==> src/rtl/serial_tsi_pkg.sv <==
// serial_tsi_pkg: sequencer states and link word constants shared by the serial TSI master.
package serial_tsi_pkg;
  typedef enum logic [3:0] {
    S_IDLE, S_CMD, S_ADDR_LO, S_ADDR_HI, S_LEN_LO, S_LEN_HI, S_DATA, S_RDWAIT, S_RESP
  } state_e;
  localparam logic [31:0] CMD_READ   = 32'd0;
  localparam logic [31:0] CMD_WRITE  = 32'd1;
  localparam logic [31:0] LEN_SINGLE = 32'd0;
endpackage

==> src/rtl/serial_tsi_timeout.sv <==
// serial_tsi_timeout: read-wait cycle counter; expired_o flags the last allowed wait cycle.
module serial_tsi_timeout #(
  parameter int TIMEOUT_CYCLES = 1024,
  localparam int TO_W = $clog2(TIMEOUT_CYCLES)
) (
  input  logic clk_i,
  input  logic rst_ni,
  input  logic clr_i,
  input  logic en_i,
  output logic expired_o
);
  logic [TO_W-1:0] cnt_q, cnt_d;
  assign expired_o = cnt_q == TO_W'(TIMEOUT_CYCLES - 1);
  assign cnt_d = clr_i ? '0 : (en_i && !expired_o) ? cnt_q + 1'b1 : cnt_q;
  always_ff @(posedge clk_i or negedge rst_ni) begin
    if (!rst_ni) cnt_q <= '0;
    else cnt_q <= cnt_d;
  end
endmodule

==> src/rtl/serial_tsi_master.sv <==
// serial_tsi_master: serialises single-word host read/write requests onto the TSI word stream
// and collects the read reply, reporting an error if the target stays silent too long.
module serial_tsi_master
  import serial_tsi_pkg::*;
#(
  parameter int TIMEOUT_CYCLES = 1024,
  localparam int TO_W = $clog2(TIMEOUT_CYCLES)
) (
  input  logic        clock,
  input  logic        reset,
  input  logic        req_valid,
  output logic        req_ready,
  input  logic        req_write,
  input  logic [63:0] req_addr,
  input  logic [31:0] req_wdata,
  output logic        resp_valid,
  input  logic        resp_ready,
  output logic [31:0] resp_rdata,
  output logic        resp_err,
  output logic        serial_in_valid,
  input  logic        serial_in_ready,
  output logic [31:0] serial_in_bits,
  input  logic        serial_out_valid,
  output logic        serial_out_ready,
  input  logic [31:0] serial_out_bits,
  output logic        busy
);
  state_e      state_q, state_d;
  logic        live_q, write_q, err_q, expired;
  logic [63:0] addr_q;
  logic [31:0] wdata_q, rdata_q;
  serial_tsi_timeout #(.TIMEOUT_CYCLES(TIMEOUT_CYCLES)) u_timeout (
    .clk_i    (clock),
    .rst_ni   (reset),
    .clr_i    (state_q != S_RDWAIT),
    .en_i     (state_q == S_RDWAIT),
    .expired_o(expired)
  );
  always_ff @(posedge clock or negedge reset) begin
    if (!reset) state_q <= S_IDLE;
    else state_q <= state_d;
  end
  always_comb begin
    state_d = state_q;
    case (state_q)
      S_IDLE:    state_d = (req_valid && req_ready) ? S_CMD : S_IDLE;
      S_CMD:     state_d = serial_in_ready ? S_ADDR_LO : S_CMD;
      S_ADDR_LO: state_d = serial_in_ready ? S_ADDR_HI : S_ADDR_LO;
      S_ADDR_HI: state_d = serial_in_ready ? S_LEN_LO : S_ADDR_HI;
      S_LEN_LO:  state_d = serial_in_ready ? S_LEN_HI : S_LEN_LO;
      S_LEN_HI:  state_d = !serial_in_ready ? S_LEN_HI : write_q ? S_DATA : S_RDWAIT;
      S_DATA:    state_d = serial_in_ready ? S_RESP : S_DATA;
      S_RDWAIT:  state_d = (serial_out_valid || expired) ? S_RESP : S_RDWAIT;
      S_RESP:    state_d = resp_ready ? S_IDLE : S_RESP;
      default:   state_d = S_IDLE;
    endcase
  end
  always_comb begin
    req_ready        = live_q && state_q == S_IDLE;
    serial_in_valid  = state_q inside {S_CMD, S_ADDR_LO, S_ADDR_HI, S_LEN_LO, S_LEN_HI, S_DATA};
    serial_out_ready = state_q == S_RDWAIT;
    resp_valid       = state_q == S_RESP;
    busy             = state_q != S_IDLE;
    serial_in_bits   = '0;
    case (state_q)
      S_CMD:              serial_in_bits = write_q ? CMD_WRITE : CMD_READ;
      S_ADDR_LO:          serial_in_bits = addr_q[31:0];
      S_ADDR_HI:          serial_in_bits = addr_q[63:32];
      S_LEN_LO, S_LEN_HI: serial_in_bits = LEN_SINGLE;
      S_DATA:             serial_in_bits = wdata_q;
      default:            serial_in_bits = '0;
    endcase
  end
  assign resp_rdata = rdata_q;
  assign resp_err   = err_q;
  // Reply data takes priority over expiry when both land in the same wait cycle.
  always_ff @(posedge clock or negedge reset) begin
    if (!reset) begin
      live_q  <= 1'b0;
      write_q <= 1'b0;
      addr_q  <= '0;
      wdata_q <= '0;
      rdata_q <= '0;
      err_q   <= 1'b0;
    end else begin
      live_q <= 1'b1;
      if (req_valid && req_ready) begin
        write_q <= req_write;
        addr_q  <= req_addr;
        wdata_q <= req_wdata;
      end
      if (state_q == S_DATA && serial_in_ready) begin
        rdata_q <= '0;
        err_q   <= 1'b0;
      end
      if (state_q == S_RDWAIT && serial_out_valid) begin
        rdata_q <= serial_out_bits;
        err_q   <= 1'b0;
      end else if (state_q == S_RDWAIT && expired) begin
        rdata_q <= '0;
        err_q   <= 1'b1;
      end
    end
  end
endmodule

==> config.mk <==
export PLATFORM = sky130hd
export DESIGN_NAME = serial_tsi_master
export DESIGN_NICKNAME = d
export VERILOG_FILES = /design/src/rtl/serial_tsi_pkg.sv /design/src/rtl/serial_tsi_timeout.sv /design/src/rtl/serial_tsi_master.sv
export SDC_FILE = /design/constraint.sdc
export NUM_CORES = 1
export LEC_CHECK = 0
export BUFFER_PORTS_ARGS = -buffer_cell sky130_fd_sc_hd__buf_2
export CAP_MARGIN = 20
export CORE_MARGIN = 2
export CORE_UTILIZATION = 46
export CTS_BUF_LIST = sky130_fd_sc_hd__clkbuf_16
export DETAILED_ROUTE_END_ITERATION = 16
export PLACE_DENSITY = 0.8
export SYNTH_ARGS = -nofsm -noshare
export SYNTH_HDL_FRONTEND = slang
export SYNTH_SLANG_ARGS = --single-unit
==> constraint.sdc <==
create_clock -name clock -period 1.6 [get_ports clock]
set_input_delay 0.32 -clock clock [delete_from_list [all_inputs] [get_ports clock]]
set_output_delay 0.32 -clock clock [all_outputs]
set_load 0.01 [all_outputs]
; ---- Yosys cells after proc, flatten, opt, wreduce, memory -nomap -nowiden
; Index checks and enable logic that the tools add are counted.
[totals]
in_bits = 135
register_bits = 145
[op_classes]
add_sub_neg = 1
eq_ne = 10
n_reduce_logical = 13
mux = 21
[op_table]
columns = op, n
row1 = $pmux 32 s4, 1
row2 = $mux 32, 3
row3 = $pmux 4 s9, 1
row4 = $mux 10, 2
row5 = $eq 4x3->1 const B, 4
row6 = $mux 4, 3
row7 = $add 10x1->10 const B, 1
row8 = $eq 10x10->1 const B, 1
row9 = $eq 4x2->1 const B, 2
row10 = $mux 1, 8
row11 = $logic_and 1x1->1, 6
row12 = $reduce_bool 6->1, 1
row13 = $eq 4x1->1 const B, 1
row14 = $eq 4x4->1 const B, 1
row15 = $logic_not 4->1, 1
row16 = $mux 2, 2
row17 = $ne 4x3->1 const B, 1
row18 = $reduce_bool 4->1, 1
row19 = $mux 3, 1
row20 = $reduce_bool 3->1, 1
row21 = $reduce_bool 2->1, 1
row22 = $logic_not 1->1, 1
row23 = $logic_or 1x1->1, 1

; ---- Depth between registers and ports, before layout
; Gate-level depths: netlist (run 1).
[logic_depth]
depth_word = 5
mapped_depth = 7
depth_no_buf = 4

; ---- Hierarchy
; A second synthesis (run 1) with hierarchy kept.
[hier_totals]
hier_cells = 459
hier_area_um2 = 6273.5
[modules_own_cells]
columns = module, seq_area_each_um2, area_per_inst_um2, cells_per_inst, n_inst
row1 = serial_tsi_master, 3378.2, 5715.5, 402, 1
row2 = serial_tsi_timeout, 250.2, 558.0, 57, 1

; ---- Worst setup path before layout (run 1)
; OpenSTA, ideal clock, no wires.
[synth_timing]
path_type = register -> output
startpoint = register state_q[0]
endpoint = output port serial_in_bits[0]
stages_incl_launch_ff = 6
slack_ps = -193
t_arrival_ps = 1473
path_cell_list = dfrtp_1 -> buf_2 -> nor4b_2 -> clkbuf_1 -> a22oi_1 -> o21ai_0
[synth_between]
elab_chain_cells = 2
[synth_rtl]
columns = element, line
row1 = start: declaration, serial_tsi_master.sv:28  ; state_e state_q, state_d;
row2 = start signal: assignment, serial_tsi_master.sv:41  ; else state_q <= state_d;
row3 = "$eq 4x3->1, or another cell as far along", serial_tsi_master.sv:65  ; case (state_q)
row4 = $pmux 32 s4 *, serial_tsi_master.sv:65
row5 = end: declaration, serial_tsi_master.sv:22  ; output logic [31:0] serial_in_bits,
; Mark *: on every way between the ends. The rest lies on a longest branch, timed or not.

; ---- Final worst setup path (run 1)
[layout_timing]
startpoint = register state_q[1]
endpoint = output port serial_in_bits[24]
; The elaborated chain is that of the path after synthesis.

==> flow_summary.yaml, run 1 <==
status:
  status: "finished with violations"
  violations: "setup timing"
clock_tree:
  htreeDepth: 4
  cts_buffers: 17
  cts-root-buf: "clkbuf_16"
  cts_tree: "done"
  clock_latency_ns: 0.44
  cts_sinks: 145
  clockBufferDepth: 2
  clk_pin_slew_ns: 0.06
logic_synthesis:
  ys_seq_elements: 145
  yosysMostFrequentCell: "dfrtp_1"
  synth_area_leader_cell: "dfrtp_1"
  yosys_warnings: 0
  synth.area.top_cells: "dfrtp_1, mux2_2, a222oi_1"
  syn_area_um2: 6570
  synth_top_area_frac: 0.552
  synth_edf_count: 0
  synth-seq-area-share: 0.552
  avgSynthCellArea_um2: 12.3
  syn-num-nets: 670
  ys_types: 47
  synth_common_cells: "dfrtp_1, mux2_2, inv_1"
  syn_inst: 534
  synth_ff_type: "dfrtp_1"
  async_reset_ff_frac: 1.00
pwr:
  comb_power_share: 0.441
  powerDensity_nw_per_um2: 1850
  p_leak_nw: 5.08
  intPower_mw: 12.5
  p_total_mw: 18.9
  pwr-share-clk: 0.223
  vdd_drop_max_uv: 980
  p_sw_frac: 0.336
  switching_power_mw: 6.34
  p_seq_frac: 0.336
setup_path:
  crit_path_end_kind: "primary output"
  critPathCapture: "serial_in_bits[24]"
  critPathRequiredTime_ns: 1.28
  crit_type: "reg2out"
  crit_family: "buffers and inverters"
  reg2reg_from: "state_q[2]"
  startpoint: "state_q[1]"
  cp_max_fo: 5
  path_cells: "nor4bb_4 -> buf_6 -> buf_12 -> a222oi_1 -> inv_1 -> buf_2"
  r2r_cells: 10
  path_depth: 6
  start_kind: "flop"
  crit_buf_inv: 4
  crit_slowest_cell: "a222oi_1"
  timing.rr.end: "addr_q[27]"
  slowest_delay_ns: 0.48
  worst_ep_arrival_time_ns: 2.04
  reg2reg_setup_slack_ns: -0.66
placed_design:
  io_buffers: 204
  post-place-ws_ns: -0.292
  place.gp.congestion: 0.801
  dpl.hpwl_um: 12100
  placed_cells: 916
floorplanning:
  rows: 43
  die_area_um2: 15300
  fp.dieW_um: 124
  io_pins: 205
  initial_utilization: 0.472
  core_area_um2: 13900
  die_h_um: 124
sta:
  rsz0062_at_grt: "yes"
  period_needed_ns: 2.36
  finClkSkew_ns: 0.0126
  worst_slack_ns: -0.760
  finalCritPeriodShare: 1.48
  hold_slack_ns: 0.114
  drv_slew: 0
  setup_viol_count_final: 172
  hold_viol: 0
  fmax_mhz: 424
routing:
  drc: 0
  drt_iter0_markers: 502
  first_pass_iters: 6
  detail_route.wl_per_cell_um: 22.1
  vias: 5732
  viasPerCell: 5.71
  postRouteAntennaNets: 0
  wl_um: 22100
layout:
  final_nets: 946
  area_growth_pct: 55.3
  final_util: 0.732
  fin_cells: 1003
  diodes: 0
  drive_gt1_frac: 0.597
grt:
  grt_max_degree: 52
  top_usage_layer: "met2"
  grt_usage: 0.270
  grt_first_pass_wirelength_um: 30700
  grt_antenna_before_repair: 0
  grt_overflow: 0
  grt_use_met3: 0.0863
  grt_pass1_vias: 5771
  grt_use_met1: 0.319
  gr-usage-met2: 0.463
worst_hold_path:
  hp-class: "in2reg"
run:
  cap_violations: 0
==> power by group through the flow <==
stage | clock network, mW | registers [mW] | logic (mW)
3_5_place_dp | 0 | 6.24 | 6.05
2_1_floorplan | 0 | 6.13 | 3.75
3_3_place_gp | 0 | 6.15 | 5.85
5_1_grt | 4.40 | 6.48 | 8.86
4_1_cts | 4.20 | 6.22 | 7.13
6_report | 4.20 | 6.34 | 8.32
==> placed cells by master (no fill, tap or decap), types with 7 or more instances in the layout <==
master and n:
buf_2 197, dfrtp_1 140, mux2_2 73, inv_1 68, nand3_1 35, buf_6 35
a222oi_1 31, buf_4 25, mux2_4 24, buf_12 24, clkbuf_16 21, o31ai_4 17
o31ai_2 15, buf_16 8, buf_8 7
==> worst min-delay path by stage <==
stage	from	to	slack, ns	cells after the start
global placement	reset	wdata_q[7]	0.22	1
global route	req_addr[23]	addr_q[23]	0.11	2
floorplan	reset	addr_q[0]	0.02	0
CTS	req_wdata[31]	wdata_q[31]	0.11	2
detailed placement	reset	addr_q[46]	0.23	1
finish	req_addr[39]	addr_q[39]	0.11	2
==> timing repair <==
item / in CTS / in global routing
gates cloned: 15 / 5
hold buffers: 1 / 0
endpoints found under the setup margin: 174 / 179
buffers inserted: 25 / 26
resized for setup: 57 / 115
endpoints found under the hold margin: 28 / 0
pin swaps: 12 / 16
==> layout make-up <==
class                   instances  area [um^2]
fillers                       884         3730
flip-flops and latches        145         3630
multi-input cells             275         2980
repair buffers                301         2480
clock buffers                  17          425
inverters                      70          265
well taps                     180          225
clock inverters                15          190
==> metrics by stage <==
stage	area [um^2]	setup TNS, ns
after global placement	8140	-23.51
after detailed placement	8140	-26.18
final	10200	-82.16
after CTS	9570	-56.00
after global routing	10200	-92.46
after floorplan	6640	-2.15
==> flip-flops by register name, indices dropped and copies added (netlist names) <==
signal           flops
addr_q              64
live_q               1
resp_err             1
resp_rdata          32
state_q              4
u_timeout.cnt_q     10
wdata_q             32
write_q              1
==> layer usage <==
layer | up-vias | wire, um
met1 | 2858 | 8330
met3 | 50 | 1980
met5 | - | 0
met4 | 0 | 444
li1 | 2511 | -
met2 | 313 | 11400
==> cells by family (layout without fill, tap and decap cells) <==
kind of cell             Yosys count  in the layout  share of synthesized area
buffers and inverters            114            403                     0.0720
flip-flops                       145            145                      0.552
AND/OR/NAND/NOR                   76             76                     0.0718
adder cells (fa/ha/maj)            1              1                    0.00190
multiplexers                     101            101                      0.183
other                              1              1                   0.000571
AO/OA/AOI/OAI                     96             96                      0.118
No activity file was read; power rests on OpenSTA's default activity.
==> run 2, diff against run 1 <==
- PLACE_DENSITY: 0.8 -> 0.76
==> run 2 against run 1 <==
  * The run still ends with setup timing left
  * Sequential power up 1%
  * First-iteration DRC count increased by 20%
  * Utilization is 1.8 points lower
  * Global-route usage rose by 1.1 points
  * Clock skew decreased by 0.00078 ns
  * Largest cell class unchanged
  * Highest routed layer unchanged
==> flow_summary.yaml, run 2 (synthesis gave the netlist of run 1 again) <==
floorplanning:
  initial_utilization: 0.472
  rows: 43
  die_area_um2: 15300
  core_area_um2: 13900
  fp.dieW_um: 124
  io_pins: 205
  die_h_um: 124
grt:
  grt_antenna_before_repair: 0
  grt_first_pass_wirelength_um: 32200
  grt_usage: 0.281
  grt_overflow: 0
  grt_pass1_vias: 5967
  grt_max_degree: 45
sta:
  hold_viol: 0
  finalCritPeriodShare: 1.39
  drv_slew: 0
  setup_viol_count_final: 178
  hold_slack_ns: 0.128
  worst_slack_ns: -0.618
  period_needed_ns: 2.22
  fmax_mhz: 451
  finClkSkew_ns: 0.0119
  rsz0062_at_grt: "yes"
setup_path:
  path_cells: "nor4bb_4 -> buf_12 -> a222oi_1 -> inv_1 -> buf_6"
  worst_ep_arrival_time_ns: 1.90
  cp_max_fo: 28
  start_kind: "flop"
  crit_path_end_kind: "primary output"
  critPathRequiredTime_ns: 1.28
  crit_slowest_cell: "a222oi_1"
  slowest_delay_ns: 0.43
  crit_type: "reg2out"
layout:
  nFillCells: 864
  final_util: 0.715
  final_nets: 945
  drive_gt1_frac: 0.583
  diodes: 0
  largest-register: "addr_q"
  final_cell_mix: "buf_2, dfrtp_1, mux2_2"
  area_growth_pct: 51.5
  final_common_cell: "buf_2"
  largest_reg_flops: 64
routing:
  viasPerCell: 5.81
  wl_um: 21900
  vias: 5821
  drc: 0
  detail_route.wl_per_cell_um: 21.9
  postRouteAntennaNets: 0
  drt_iter0_markers: 602
  first_pass_iters: 6
status:
  violations: "setup timing"
  status: "finished with violations"
run:
  cap_violations: 0
clock_tree:
  cts_sinks: 145
  cts-root-buf: "clkbuf_16"
  clockBufferDepth: 2
  clock_latency_ns: 0.43
  htreeDepth: 4
  cts_tree: "done"
  clk_pin_slew_ns: 0.06
  cts_buffers: 17
pwr:
  vdd_drop_max_uv: 1160
  powerDensity_nw_per_um2: 1810
  p_total_mw: 18.1
  p_leak_nw: 4.99
placed_design:
  place.gp.congestion: 0.840
  dpl.hpwl_um: 11800
  io_buffers: 204
  post-place-ws_ns: -0.216
worst_hold_path:
  hp-class: "in2reg"
[run 2: final cells by class]
class	instances	area, um^2	area share
Multi-Input combinational cell	276	2810	0.282
Clock inverter	15	103	0.0103
Inverter	70	263	0.0264
Tap cell	180	225	0.0226
Clock buffer	17	425	0.0427
Sequential cell	145	3630	0.365
Timing Repair Buffer	299	2500	0.252
[run 2: per-layer routing]
layer	GRT usage	vias up	part of all wire
met5	0	-	0
met4	0.112	0	0.022
met3	0.0918	50	0.092
met2	0.472	322	0.51
met1	0.333	2935	0.38
li1	-	2514	-
[run 2: power by group]
part	internal (mW)	total (mW)	switching (mW)
sequential	5.31	6.43	1.12
clock	2.09	3.60	1.51
combinational	4.48	8.04	3.56
total	11.9	18.1	6.19
[run 2: per-stage QoR]
stage                     cells  area (um^2)  setup TNS [ns]
final                      1002         9960          -77.18
after global placement      908         8030           -9.71
after detailed placement    908         8030          -19.49
after global routing       1002         9960          -89.27
after floorplan             534         6640           -2.15
after CTS                   991         9610          -58.48
[run 2: path summary, 6_finish.rpt]
| path | startpoint | end | slack (ns) | cells past startpoint |
|---|---|---|---|---|
| min reg2reg | addr_q[60] | addr_q[60] | 0.51 | 1 |
| min | req_addr[39] | addr_q[39] | 0.13 | 2 |
| min in group asynchronous | reset | addr_q[13] | 0.38 | 2 |
| max in group asynchronous | reset | resp_rdata[31] | 0.60 | 3 |
| max reg2reg | state_q[1] | addr_q[17] | -0.52 | 8 |
| max | state_q[2] | serial_in_bits[10] | -0.62 | 5 |
[run 2: timing repair]
action,in CTS,in global routing
setup buffers,32,9
endpoints found under the setup margin,167,180
gates resized for setup,80,42
pin swaps,10,12
hold buffers,1,0
endpoints found under the hold margin,28,0
gates cloned,18,3
[run 2: worst max-delay path, delay by kind of cell (launching register included)]
family,cells,cell delay (ns)
buffers and inverters,3,0.45
AO/OA/AOI/OAI,1,0.43
flip-flops,1,0.41
AND/OR/NAND/NOR,1,0.19
==> run 3, diff against run 2 <==
- PLACE_DENSITY: 0.76 -> unset
- PLACE_DENSITY_LB_ADDON: unset -> 0.12
==> run 3 against run 2 <==
  * The run still ends with setup timing left
  * Sequential share of layout area hardly changed
  * Cell area grew 0.16%
  * Utilization is 0.12 points higher
  * Routed wire length shrank 12%
  * Final cell count decreased by 0.70%
  * Total power down 1.9%
  * Clock skew shrank 0.0048 ns
==> flow_summary.yaml, run 3 (synthesis gave the netlist of run 1 again) <==
floorplanning:
  core_area_um2: 13900
  io_pins: 205
  initial_utilization: 0.472
  fp.dieW_um: 124
  die_area_um2: 15300
  die_h_um: 124
  rows: 43
routing:
  vias: 5569
  wl_um: 19400
  first_pass_iters: 7
  drt_iter0_markers: 536
  drc: 0
  viasPerCell: 5.60
  postRouteAntennaNets: 0
  detail_route.wl_per_cell_um: 19.5
pwr:
  p_leak_nw: 5.02
  intPower_mw: 12.0
  pwr-share-clk: 0.206
  p_sw_frac: 0.325
  comb_power_share: 0.440
  p_total_mw: 17.7
  p_seq_frac: 0.354
  powerDensity_nw_per_um2: 1780
  vdd_drop_max_uv: 1070
  switching_power_mw: 5.76
setup_path:
  start_kind: "flop"
  slowest_delay_ns: 0.43
  worst_ep_arrival_time_ns: 1.88
  startpoint: "state_q[1]"
  reg2reg_setup_slack_ns: -0.43
  crit_path_end_kind: "primary output"
  reg2reg_from: "state_q[3]"
  r2r_cells: 9
  critPathRequiredTime_ns: 1.28
  crit_type: "reg2out"
  path_cells: "nor4b_4 -> buf_6 -> clkbuf_16 -> a222oi_1 -> inv_1 -> buf_2"
  cp_max_fo: 16
  critPathCapture: "serial_in_bits[2]"
  timing.rr.end: "wdata_q[19]"
  crit_slowest_cell: "dfrtp_2"
sta:
  finClkSkew_ns: 0.00706
  worst_slack_ns: -0.597
  finalCritPeriodShare: 1.37
  rsz0062_at_grt: "yes"
  tns_ns: -59.26
  setup_viol_count_final: 173
  period_needed_ns: 2.20
  hold_viol: 0
  fmax_mhz: 455
  drv_slew: 0
clock_tree:
  cts_sinks: 145
  clock_latency_ns: 0.42
  clk_pin_slew_ns: 0.06
  clockBufferDepth: 2
  cts-root-buf: "clkbuf_16"
  cts_tree: "done"
  htreeDepth: 4
  cts_buffers: 17
grt:
  grt_pass1_vias: 5662
  grt_antenna_before_repair: 1
  grt_first_pass_wirelength_um: 28000
  grt_usage: 0.243
  grt_overflow: 0
  grt_max_degree: 46
placed_design:
  dpl.hpwl_um: 11200
  io_buffers: 204
  place.gp.congestion: 0.774
layout:
  final_nets: 939
  area_growth_pct: 51.8
  final_cell_mix: "buf_2, dfrtp_1, mux2_2"
  final_common_cell: "buf_2"
  largest_reg_flops: 64
  drive_gt1_frac: 0.580
  largest-register: "addr_q"
  nFillCells: 965
  multiInputGateArea_um2: 2940
  seq_area_um2: 3630
status:
  status: "finished with violations"
  violations: "setup timing"
worst_hold_path:
  hp-class: "in2reg"
run:
  cap_violations: 0
==> run 3: cell types whose count changed in the layout (fill, tap and decap cells not counted), moves of 5 or more <==
| cell | delta |
|---|---|
| o31ai_1 | -6 |
| nand3_1 | +11 |
| o31ai_4 | +12 |
| nand3_2 | -11 |
| buf_16 | -8 |
| clkbuf_16 | +5 |
| o31ai_2 | -6 |
==> run 3: timing repair <==
action                     CTS  global route
pin swaps                    4            13
hold endpoints to repair    39             0
resized for setup           46            91
cloned                      14             8
hold buffers                 1             0
setup endpoints to repair  175           180
buffers inserted            19            17
==> run 3: area by class of cell <==
type                       count  share of cell area
clock inverter                13              0.0108
sequential                   145               0.364
multi-input combinational    276               0.295
timing repair buffer         293               0.238
inverter                      70              0.0266
antenna                        1            0.000251
tap                          180              0.0226
clock buffer                  17              0.0426
==> run 3: per-layer routing <==
| metal | global-route usage | wire [um] | vias up |
|---|---|---|---|
| li1 | - | - | 2500 |
| met5 | 0 | 0 | - |
| met2 | 0.390 | 9670 | 251 |
| met1 | 0.297 | 7670 | 2785 |
| met4 | 0.109 | 520 | 0 |
| met3 | 0.0803 | 1560 | 33 |
==> run 3: worst min path at each step <==
stage | startpoint | endpoint | cells past startpoint
2_1_floorplan | reset | addr_q[0] | 0
3_3_place_gp | reset | addr_q[20] | 1
3_5_place_dp | reset | wdata_q[25] | 1
4_1_cts | req_addr[62] | addr_q[62] | 2
5_1_grt | req_wdata[5] | wdata_q[5] | 2
6_report | req_addr[62] | addr_q[62] | 2
==> run 3: metrics by stage <==
stage / setup WS [ns] / hold slack (ns) / cell area [um^2] / instances / util
global placement: -0.143 / 0.284 / 8060 / 912 / 0.578
global route: -0.709 / 0.119 / 9970 / 995 / 0.716
detailed placement: -0.186 / 0.288 / 8060 / 912 / 0.578
finish: -0.597 / 0.131 / 9970 / 995 / 0.716
floorplan: -0.0752 / 0.0244 / 6640 / 534 / -
CTS: -0.604 / 0.115 / 9300 / 976 / 0.668
==> run 3: worst max-delay path, delay by kind of cell, from the launching register on <==
family,cells,cell delay [ns]
flops,1,0.43
simple gates,1,0.14
compound gates,1,0.34
buf+inv,4,0.54
==> run 3: power groups by stage <==
stage                     Clock [mW]  Sequential, mW  Combinational (mW)
after global placement             0            6.18                5.67
after floorplan                    0            6.13                3.75
final                           3.65            6.28                7.80
after detailed placement           0            6.25                5.84
after CTS                       3.71            6.24                6.62
after global routing            3.87            6.46                8.40
